--- config.mk ---
export PLATFORM = sky130hd
export DESIGN_NAME = shift_sequencer
export DESIGN_NICKNAME = d
export VERILOG_FILES = /design/src/rtl/shift_sequencer.sv
export SDC_FILE = /design/constraint.sdc
export NUM_CORES = 1
export LEC_CHECK = 0
export CORE_ASPECT_RATIO = 1.75
export CORE_MARGIN = 1.5
export CORE_UTILIZATION = 25
export CTS_BUF_LIST = sky130_fd_sc_hd__clkbuf_8
export DETAILED_ROUTE_END_ITERATION = 12
export GPL_TIMING_DRIVEN = 0
export PLACE_DENSITY = 0.51
export SLEW_MARGIN = 0
export SYNTH_ARGS = -nofsm -noshare
export SYNTH_HDL_FRONTEND = slang
export SYNTH_SLANG_ARGS = --single-unit
--- constraint.sdc ---
create_clock -name clk -period 2.2 [get_ports clk]
set_input_delay 0.66 -clock clk [delete_from_list [all_inputs] [get_ports clk]]
set_output_delay 0.66 -clock clk [all_outputs]
set_load 0.01 [all_outputs]
--- src/rtl/shift_sequencer.sv ---
// rtl/shift_sequencer.sv - multi-pass controller for the immediate-amount barrel shifter
//
// Splits a register-specified shift (amount 0..255) into shifter passes of at
// most STEP_MAX bits. Each pass result is fed back as the next pass's Rm. The
// final {y, carry_out} is returned through a valid/ready handshake.
//
// Optional build macro: SHIFT_SEQ_SAT_EN
//   defined     : LSL/LSR/ASR amounts are clamped to 33 (at most 2 passes)
//   not defined : full iteration, ceil(amount/STEP_MAX) passes
//
// Ports:
//   clk, rst_n                    clock, asynchronous active-low reset
//   start_valid/start_ready       request handshake (ready only in IDLE)
//   rm, amount, shift_type,       request operands, sampled at accept
//   carry_in
//   result_valid/result_ready     result handshake (valid only in DONE)
//   y, carry_out                  result, held until the next result
//   busy                          state != IDLE
//   sh_en, sh_rm, sh_operand      drive to the external shifter
//   sh_y, sh_carry                combinational shifter result

module shift_sequencer #(
  parameter int STEP_MAX = 31,
  parameter int AMT_W    = 8
) (
  input  logic             clk,
  input  logic             rst_n,
  input  logic             start_valid,
  output logic             start_ready,
  input  logic [31:0]      rm,
  input  logic [AMT_W-1:0] amount,
  input  logic [1:0]       shift_type,
  input  logic             carry_in,
  output logic             result_valid,
  input  logic             result_ready,
  output logic [31:0]      y,
  output logic             carry_out,
  output logic             busy,
  output logic             sh_en,
  output logic [31:0]      sh_rm,
  output logic [11:0]      sh_operand,
  input  logic [31:0]      sh_y,
  input  logic             sh_carry
);

  typedef enum logic [1:0] {
    S_IDLE,
    S_STEP,
    S_DONE
  } state_t;

  localparam logic [AMT_W-1:0] STEP_MAX_A = AMT_W'(STEP_MAX);
  localparam logic [1:0]       SH_ROR     = 2'b11;
`ifdef SHIFT_SEQ_SAT_EN
  // 33 is the smallest amount whose result equals every larger amount.
  localparam logic [AMT_W-1:0] SAT_AMT    = AMT_W'(33);
`endif

  state_t           state;
  logic [31:0]      work;
  logic             c;
  logic [AMT_W-1:0] remaining;
  logic [1:0]       type_q;

  logic [AMT_W-1:0] step_amt;
  logic [AMT_W-1:0] start_rem;
  logic             zero_pass;

  // Never zero while in STEP, so the shifter never sees imm 0
  // (which would encode LSR32/ASR32/RRX instead of a no-op).
  always_comb begin
    step_amt = (remaining > STEP_MAX_A) ? STEP_MAX_A : remaining;
  end

  assign sh_rm      = work;
  assign sh_operand = {step_amt[4:0], type_q, 5'b0};

  // Pass plan computed from the request at accept time.
  always_comb begin
    zero_pass = (amount == '0) || ((shift_type == SH_ROR) && (amount[4:0] == 5'd0));
    if (shift_type == SH_ROR) begin
      start_rem = {{(AMT_W-5){1'b0}}, amount[4:0]};
    end else begin
`ifdef SHIFT_SEQ_SAT_EN
      start_rem = (amount > SAT_AMT) ? SAT_AMT : amount;
`else
      start_rem = amount;
`endif
    end
  end

  always_ff @(posedge clk or negedge rst_n) begin
    if (!rst_n) begin
      state        <= S_IDLE;
      work         <= '0;
      c            <= 1'b0;
      remaining    <= '0;
      type_q       <= 2'b00;
      y            <= '0;
      carry_out    <= 1'b0;
      result_valid <= 1'b0;
      sh_en        <= 1'b0;
      start_ready  <= 1'b1;
      busy         <= 1'b0;
    end else begin
      case (state)
        S_IDLE: begin
          if (start_valid) begin
            type_q      <= shift_type;
            work        <= rm;
            start_ready <= 1'b0;
            busy        <= 1'b1;
            if (zero_pass) begin
              // amount 0 keeps C; ROR by a multiple of 32 sets C from bit 31.
              c            <= (amount == '0) ? carry_in : rm[31];
              y            <= rm;
              carry_out    <= (amount == '0) ? carry_in : rm[31];
              result_valid <= 1'b1;
              state        <= S_DONE;
            end else begin
              c         <= carry_in;
              remaining <= start_rem;
              sh_en     <= 1'b1;
              state     <= S_STEP;
            end
          end
        end

        S_STEP: begin
          work      <= sh_y;
          c         <= sh_carry;
          remaining <= remaining - step_amt;
          if (remaining == step_amt) begin
            y            <= sh_y;
            carry_out    <= sh_carry;
            result_valid <= 1'b1;
            sh_en        <= 1'b0;
            state        <= S_DONE;
          end
        end

        S_DONE: begin
          if (result_ready) begin
            result_valid <= 1'b0;
            start_ready  <= 1'b1;
            busy         <= 1'b0;
            state        <= S_IDLE;
          end
        end

        default: begin
          state        <= S_IDLE;
          result_valid <= 1'b0;
          sh_en        <= 1'b0;
          start_ready  <= 1'b1;
          busy         <= 1'b0;
        end
      endcase
    end
  end

endmodule
==> out/qor.log <==
qor: place.pre_cts_slack -0.496 ns
qor: sta.report.final.hold_viol_count 0
qor: setup_path.critPathKind input pin to flip-flop
qor: drt.detailroute.wirelength.met2 7120 um
qor: drt.route.layer.met1.wl 4610 um
qor: sta.rsz0062_at_grt yes
qor: setup_path.setup.worst_path.start_class input pin
qor: drt.drt-total-wl 12,400 um
qor: drt.drtPass1Iterations 8
qor: logic_synthesis.synth.yosys.seq_area_share 50.3%
qor: power.clock_share_of_power 14.4%
qor: status.run_status complete, but fails checks
qor: drt.num_vias 3,386
qor: logic_synthesis.synth_edf_count 0
qor: die.die_w 99.0 um
qor: die.core_region_area 0.0158 mm^2
qor: logic_synthesis.synth.top_cells.by_area sky130_fd_sc_hd__dfrtp_1 50%, sky130_fd_sc_hd__mux2_2 11%, sky130_fd_sc_hd__mux2_4 10%, sky130_fd_sc_hd__nand2_1 9.1%, sky130_fd_sc_hd__nand2b_1 1.4%
qor: place.dp.final_hpwl 9210 um
qor: place.dpl.cell_count 717
qor: logic_synthesis.syn-instance-count 368
qor: sta.finalSetupTns 0 ns
qor: clock_tree.clockBufferDepth 2
qor: die.std_cell_rows 61
qor: status.violations_in_the_final_reports design-rule violations
qor: clock_tree.clk_root_buffer_cell sky130_fd_sc_hd__clkbuf_8
qor: clock_tree.tritoncts done
qor: logic_synthesis.yosys.cell_types.count 51
qor: logic_synthesis.synth_top_flop_cell sky130_fd_sc_hd__dfrtp_1
qor: power.p_int 5930 uW
qor: sta.worst-slew-pin-transition 0.508 ns
qor: setup_path.critical_path_arrival 2.41 ns
qor: power.seq_power_share 29.5%
qor: drt.top_layer met4
qor: sta.worst_clock_skew 0.00956 ns
qor: cells_and_area.final-instance-count-excl-fill 744
qor: power.total_leakage_power 0.00278 uW
qor: run.max-cap-violations 0
qor: logic_synthesis.synthMostInstantiatedCell sky130_fd_sc_hd__nand2_1
qor: global_route.antenna_found_initial 0
qor: sta.layout_min_cycle_time 2.18 ns
qor: global_route.via_count_of_the_first_global_routing_pass 3,630
qor: sta.fin_crit_sh 99.0%
qor: die.ios 161
qor: hold_path.hold_path_class input pin to async pin
qor: global_route.grt_overflow_total 0
qor: drt.met3_length 541 um
qor: clock_tree.clock_tree.htree_level_count 3
qor: clock_tree.clkSlewWorstSetupHoldPaths 0.09 ns
qor: global_route.grt_first_pass_wirelength 19,900 um
qor: cells_and_area.antenna_cells_inserted 0
qor: sta.slew_viol_final 0
qor: cells_and_area.area_growth_syn_to_layout 53.7%
qor: logic_synthesis.yosys_warnings 0
qor: sta.max-slew-margin-rel 66.2%
qor: sta.final_critical_path_setup_slack 0.0212 ns
qor: cells_and_area.post-route-util 39.2%
qor: sta.report.final.setup_viol 0
qor: logic_synthesis.synthDominantCellAreaShare 49.7%
qor: setup_path.end_kind flip-flop
qor: power.power.combinational.fraction 56.2%
qor: global_route.grt.total_usage 15.3%
qor: power.power.net_switching 3400 uW
qor: place.gp_congestion 0.791
qor: clock_tree.clock-sinks 81
qor: cells_and_area.finish.net_count 631
qor: sta.whs 0.255 ns
qor: clock_tree.number_of_clock_buffers_inserted_by_tritoncts 9
qor: logic_synthesis.async_reset_ff_share 100%
qor: logic_synthesis.postSynthAreaPerCell 11.0 um^2
qor: drt.route.antenna.remaining_nets 0
qor: logic_synthesis.postSynthRegisterBits 81
qor: clock_tree.clock_latency 0.36 ns
qor: drt.drc_errors 6
qor: power.power.density 1510 mW/mm^2
qor: global_route.grt_start_max_net_pins 50
qor: logic_synthesis.synth_top_cell_by_area sky130_fd_sc_hd__dfrtp_1
qor: power.worst_ir_drop_vdd 0.470 mV
qor: sta.max_freq 0.459 GHz
qor: drt.dr.first_iter.drc_count 121
qor: drt.avgRoutedWirePerCell 16.7 um
qor: die.floorplan.initialDensity 25.5%
qor: setup_path.worst_reg_to_reg_setup_slack 0.12 ns
qor: drt.detail_route.vias_per_cell 4.55
qor: logic_synthesis.netlist_top_cells_count 98 x sky130_fd_sc_hd__nand2_1, 80 x sky130_fd_sc_hd__dfrtp_1, 38 x sky130_fd_sc_hd__mux2_2
qor: cells_and_area.final_layout_size_suffix_gt1_share 23.2%
qor: die.die_area 0.0169 mm^2
qor: place.numPortBuffers 155
qor: setup_path.cp_data_required_time 2.43 ns
qor: setup_path.r2r_cells 9
qor: setup_path.critical_path.max_fanout 10
qor: logic_synthesis.syn-cell-area 0.00403 mm^2
qor: clock_tree.holdBufCountCts 0
qor: power.swShare 36.4%
qor: die.chipHeight 171 um
## metal layers
| layer | track usage [%] | up-vias |
|---|---|---|
| met5 | 0 | - |
| met4 | 5.16 | 0 |
| met3 | 2.86 | 11 |
| met1 | 16.4 | 1663 |
| met2 | 29.7 | 100 |
| li1 | - | 1612 |
## cell families (layout without fill, tap and decap cells)
| logic type | after synthesis | in the layout | share of synthesized area [%] |
|---|---|---|---|
| and+or+nand+nor | 144 | 144 | 15.9 |
| DFF | 81 | 81 | 50.3 |
| muxes | 67 | 67 | 21.2 |
| AOI/OAI and AO/OA | 43 | 43 | 8.01 |
| buffers and inverters | 31 | 214 | 4.19 |
| adders and majority gates | 1 | 1 | 0.310 |
| other | 1 | 5 | 0.0930 |
## stage by stage
step / instance area, um^2 / power (uW)
global route: 6190 / 10000
detailed placement: 5860 / 7920
finish: 6190 / 9330
CTS: 6180 / 9450
floorplan: 4050 / 5530
global placement: 5830 / 7840
## path summary, 6_finish.rpt
kind | from | endpoint
max in group asynchronous | rst_n | start_ready$_DFFE_PN1P_
max reg2reg | remaining[6]$_DFFE_PN0P_ | remaining[4]$_DFFE_PN0P_
max | shift_type[0] | y[13]$_DFFE_PN0P_
min in group clk | sh_rm[7]$_DFFE_PN0P_ | sh_rm[7]$_DFFE_PN0P_
min reg2reg | sh_rm[7]$_DFFE_PN0P_ | sh_rm[7]$_DFFE_PN0P_
min | rst_n | y[27]$_DFFE_PN0P_
## what timing repair did
action                                  4_1_cts  5_1_grt
gates resized for setup                      16        8
endpoints found under the setup margin       35       39
pin swaps                                     2        4
setup buffers                                 8        3
gates cloned                                  0        0
## flip-flops by register name (all words and copies together), names as in the netlist
signal	cells
busy	1
sh_rm	32
sh_en	1
y	32
carry_out	1
type_q	2
state	2
start_ready	1
result_valid	1
remaining	8
## worst max-delay path, cell delays in order
cell and delay, ns:
sky130_fd_sc_hd__clkdlybuf4s50_1 0.42, sky130_fd_sc_hd__and2_1 0.23, sky130_fd_sc_hd__o211a_4 0.28, sky130_fd_sc_hd__a2bb2oi_4 0.27, sky130_fd_sc_hd__buf_6 0.23, sky130_fd_sc_hd__mux2_4 0.32
## power by group through the flow
stage	Sequential, uW	Clock, uW	Combinational, uW
2_1_floorplan	3030	0	2490
3_3_place_gp	2760	0	5090
3_5_place_dp	2780	0	5150
4_1_cts	2760	1390	5300
5_1_grt	2860	1450	5710
6_report	2750	1340	5240
## cell type report
cell class,instances,area (um^2)
timing repair buffer,167,1630
inverter,5,18.8
clock buffer,9,124
fill,1595,9600
buffer,26,160
tap,189,236
clock inverter,7,120
multi-input combinational,260,1870
sequential,81,2030
## layout by cell type, fill, tap and decap left out, drive strengths merged, types with 3 or more instances in the layout
cell | synthesis | final
a21oi | 10 | 10
dfrtp | 80 | 80
nand2 | 99 | 99
nand3 | 3 | 3
clkbuf | 3 | 17
buf | 23 | 36
conb | 1 | 5
o211ai | 4 | 4
clkinv | 0 | 3
o31ai | 3 | 3
or2 | 3 | 3
mux2 | 65 | 65
nand2b | 9 | 9
inv | 5 | 6
nor3 | 7 | 7
bufinv | 0 | 3
nor2 | 12 | 12
clkdlybuf4s50 | 0 | 149
o21ai | 6 | 6
a31oi | 3 | 3
Power figures use the tool's default switching activity.
==> variant, RTL diff (same flow settings) <==
Reset style: synchronous (`rst_n`), changed in one clocked block. Comments in the files are not updated.
--- a/src/rtl/shift_sequencer.sv
+++ b/src/rtl/shift_sequencer.sv
@@ -89,7 +89,7 @@
     end
   end
 
-  always_ff @(posedge clk or negedge rst_n) begin
+  always_ff @(posedge clk) begin
     if (!rst_n) begin
       state        <= S_IDLE;
       work         <= '0;
Behaviour: differs if rst_n is asserted again (counterexample within 4 cycles, from zero or initial values and one cycle with rst_n low); with rst_n held inactive, the same outputs for 4 cycles.
==> variant against the original RTL <==
Wire length increased by 8.4%; utilization increased by 1.0 points; sequential share of layout area decreased by 5.6 points; cell area decreased by 3.6%; area after synthesis decreased by 6.1%; sequential cell count unchanged; clock skew increased by 0.0040 ns; highest routed layer unchanged; setup slack improved by 0.037 ns.
Power is not compared: it rests on default switching activity, and its combinational part moved more than twofold at a synthesized area within 25%.
==> variant: results (changes against the original RTL) <==
Place
  • Placed Instances: 760 (+6.0%)
  • PortBufs: 154 (-0.65%)
  • Area after DPL: 5570 µm² (-4.9%)
  • DP HPWL: 10,400 µm (+13%)
  • GP Congestion: 0.883 (+12%)

Synthesis
  • FFs w/ async S/R, synth: 0% (-100 points)
  • Seq/Total Area, Yosys: 42.9% (-7.5 points)
  • Distinct cell type count after synthesis: 47 (-7.8%)
  • Most instantiated cells after synthesis: dfxtp_1 (81), nand2_1 (44), nor2_1 (41)

STA
  • Clock skew: 0.0136 ns (+0.00402 ns)
  • Post-layout min period: 2.14 ns (-0.0368 ns)
  • Hold WS: 0.458 ns (+0.203 ns)
  • Tightest Pin Transition: 0.726 ns (+0.218 ns)

Finish
  • Non-Filler Instances: 790 (+6.2%)
  • Repair and plain buffers: 210 (+8.8%)
  • Largest cell class: multi-input combinational cells
  • Share of cells above drive strength 1: 16.1% (-7.1 points)
  • Multi-input combinational area share: 33.7% (+3.5 points)
  • Filler cell count: 1,499 (-6.0%)
  • ClkCell Share: 3.61% (-0.33 points)
  • Number of multi-input logic gates: 296 (+14%)
  • Synth-to-Final Area Change: 57.8%
  • Final nets: 683 (+8.2%)

Setup path
  • Worst R2R Setup Slack: 0.13 ns
  • FF-to-FF Start: remaining[5]$_SDFFE_PN0P_
  • Cell count of the worst reg-to-reg path: 11 (+2)
  • WP data arrival: 2.43 ns (+0.02 ns)
  • Crit path launch: amount[0]
  • Crit path largest cell delay: 0.47 ns (+0.05 ns)
  • Critical path endpoint: y[4]$_SDFFE_PN0P_

Clock tree
  • Post-cts sizing count: 17 (+1)
  • Max clock buf depth: 2 (unchanged)
  • Post-CTS setup buffers: 11 (+3)
  • CTS clk-pin slew, worst paths: 0.09 ns (about the same)

Floorplanning
  • Floorplan row count: 59 (-3.3%)

GRT
  • Global Route Usage Sum: 17.4% (+2.0 points)
  • Routing usage on met2: 32.7% (+3.1 points)
  • GRT met3 Usage: 3.02% (+0.16 points)
  • Largest net degree at the start of global routing: 14 (-72%)
  • Met1 usage: 18.5% (+2.1 points)

Detailed routing
  • Initial DRC count: 145 (+20%)
  • Wire per inst: 17.0 µm (+2.0%)
  • Via count: 3,798 (+12%)
  • DRT Pass-1 Iters: 4 (-4)

Run status
  • Status: completed

Min path
  • HP Class: flop to flop
[variant: changes by cell type after synthesis, moves of 27 or more]
| cell | unedited run | this run |
|---|---|---|
| dfrtp_1 | 80 | 0 |
| dfxtp_1 | 0 | 81 |
| mux2_4 | 27 | 0 |
| mux2i_1 | 2 | 34 |
| nand2_1 | 98 | 44 |
| nand4_1 | 2 | 34 |
| nor2_1 | 12 | 41 |
| o21ai_1 | 0 | 28 |
[variant: cell families after synthesis]
kind of cell,synth area share [%]
and+or+nand+nor,19.5
DFF,42.9
AOI/OAI and AO/OA,12.4
muxes,18.5
buffers and inverters,5.99
adders and majority gates,0.331
other,0.0991
xor gates and xnor gates,0.232
[variant: per-layer routing]
metal,vias to the layer above,wire length [µm],part of all wire (%)
met5,-,0,0
met4,0,287,2.1
met3,21,828,6.2
met2,151,7590,56
met1,1769,4760,35
li1,1857,-,-
[variant: where the power goes]
part	internal (mW)	switching [mW]
clock network	0.619	0.560
registers	1.62	0.105
logic	0.752	0.659
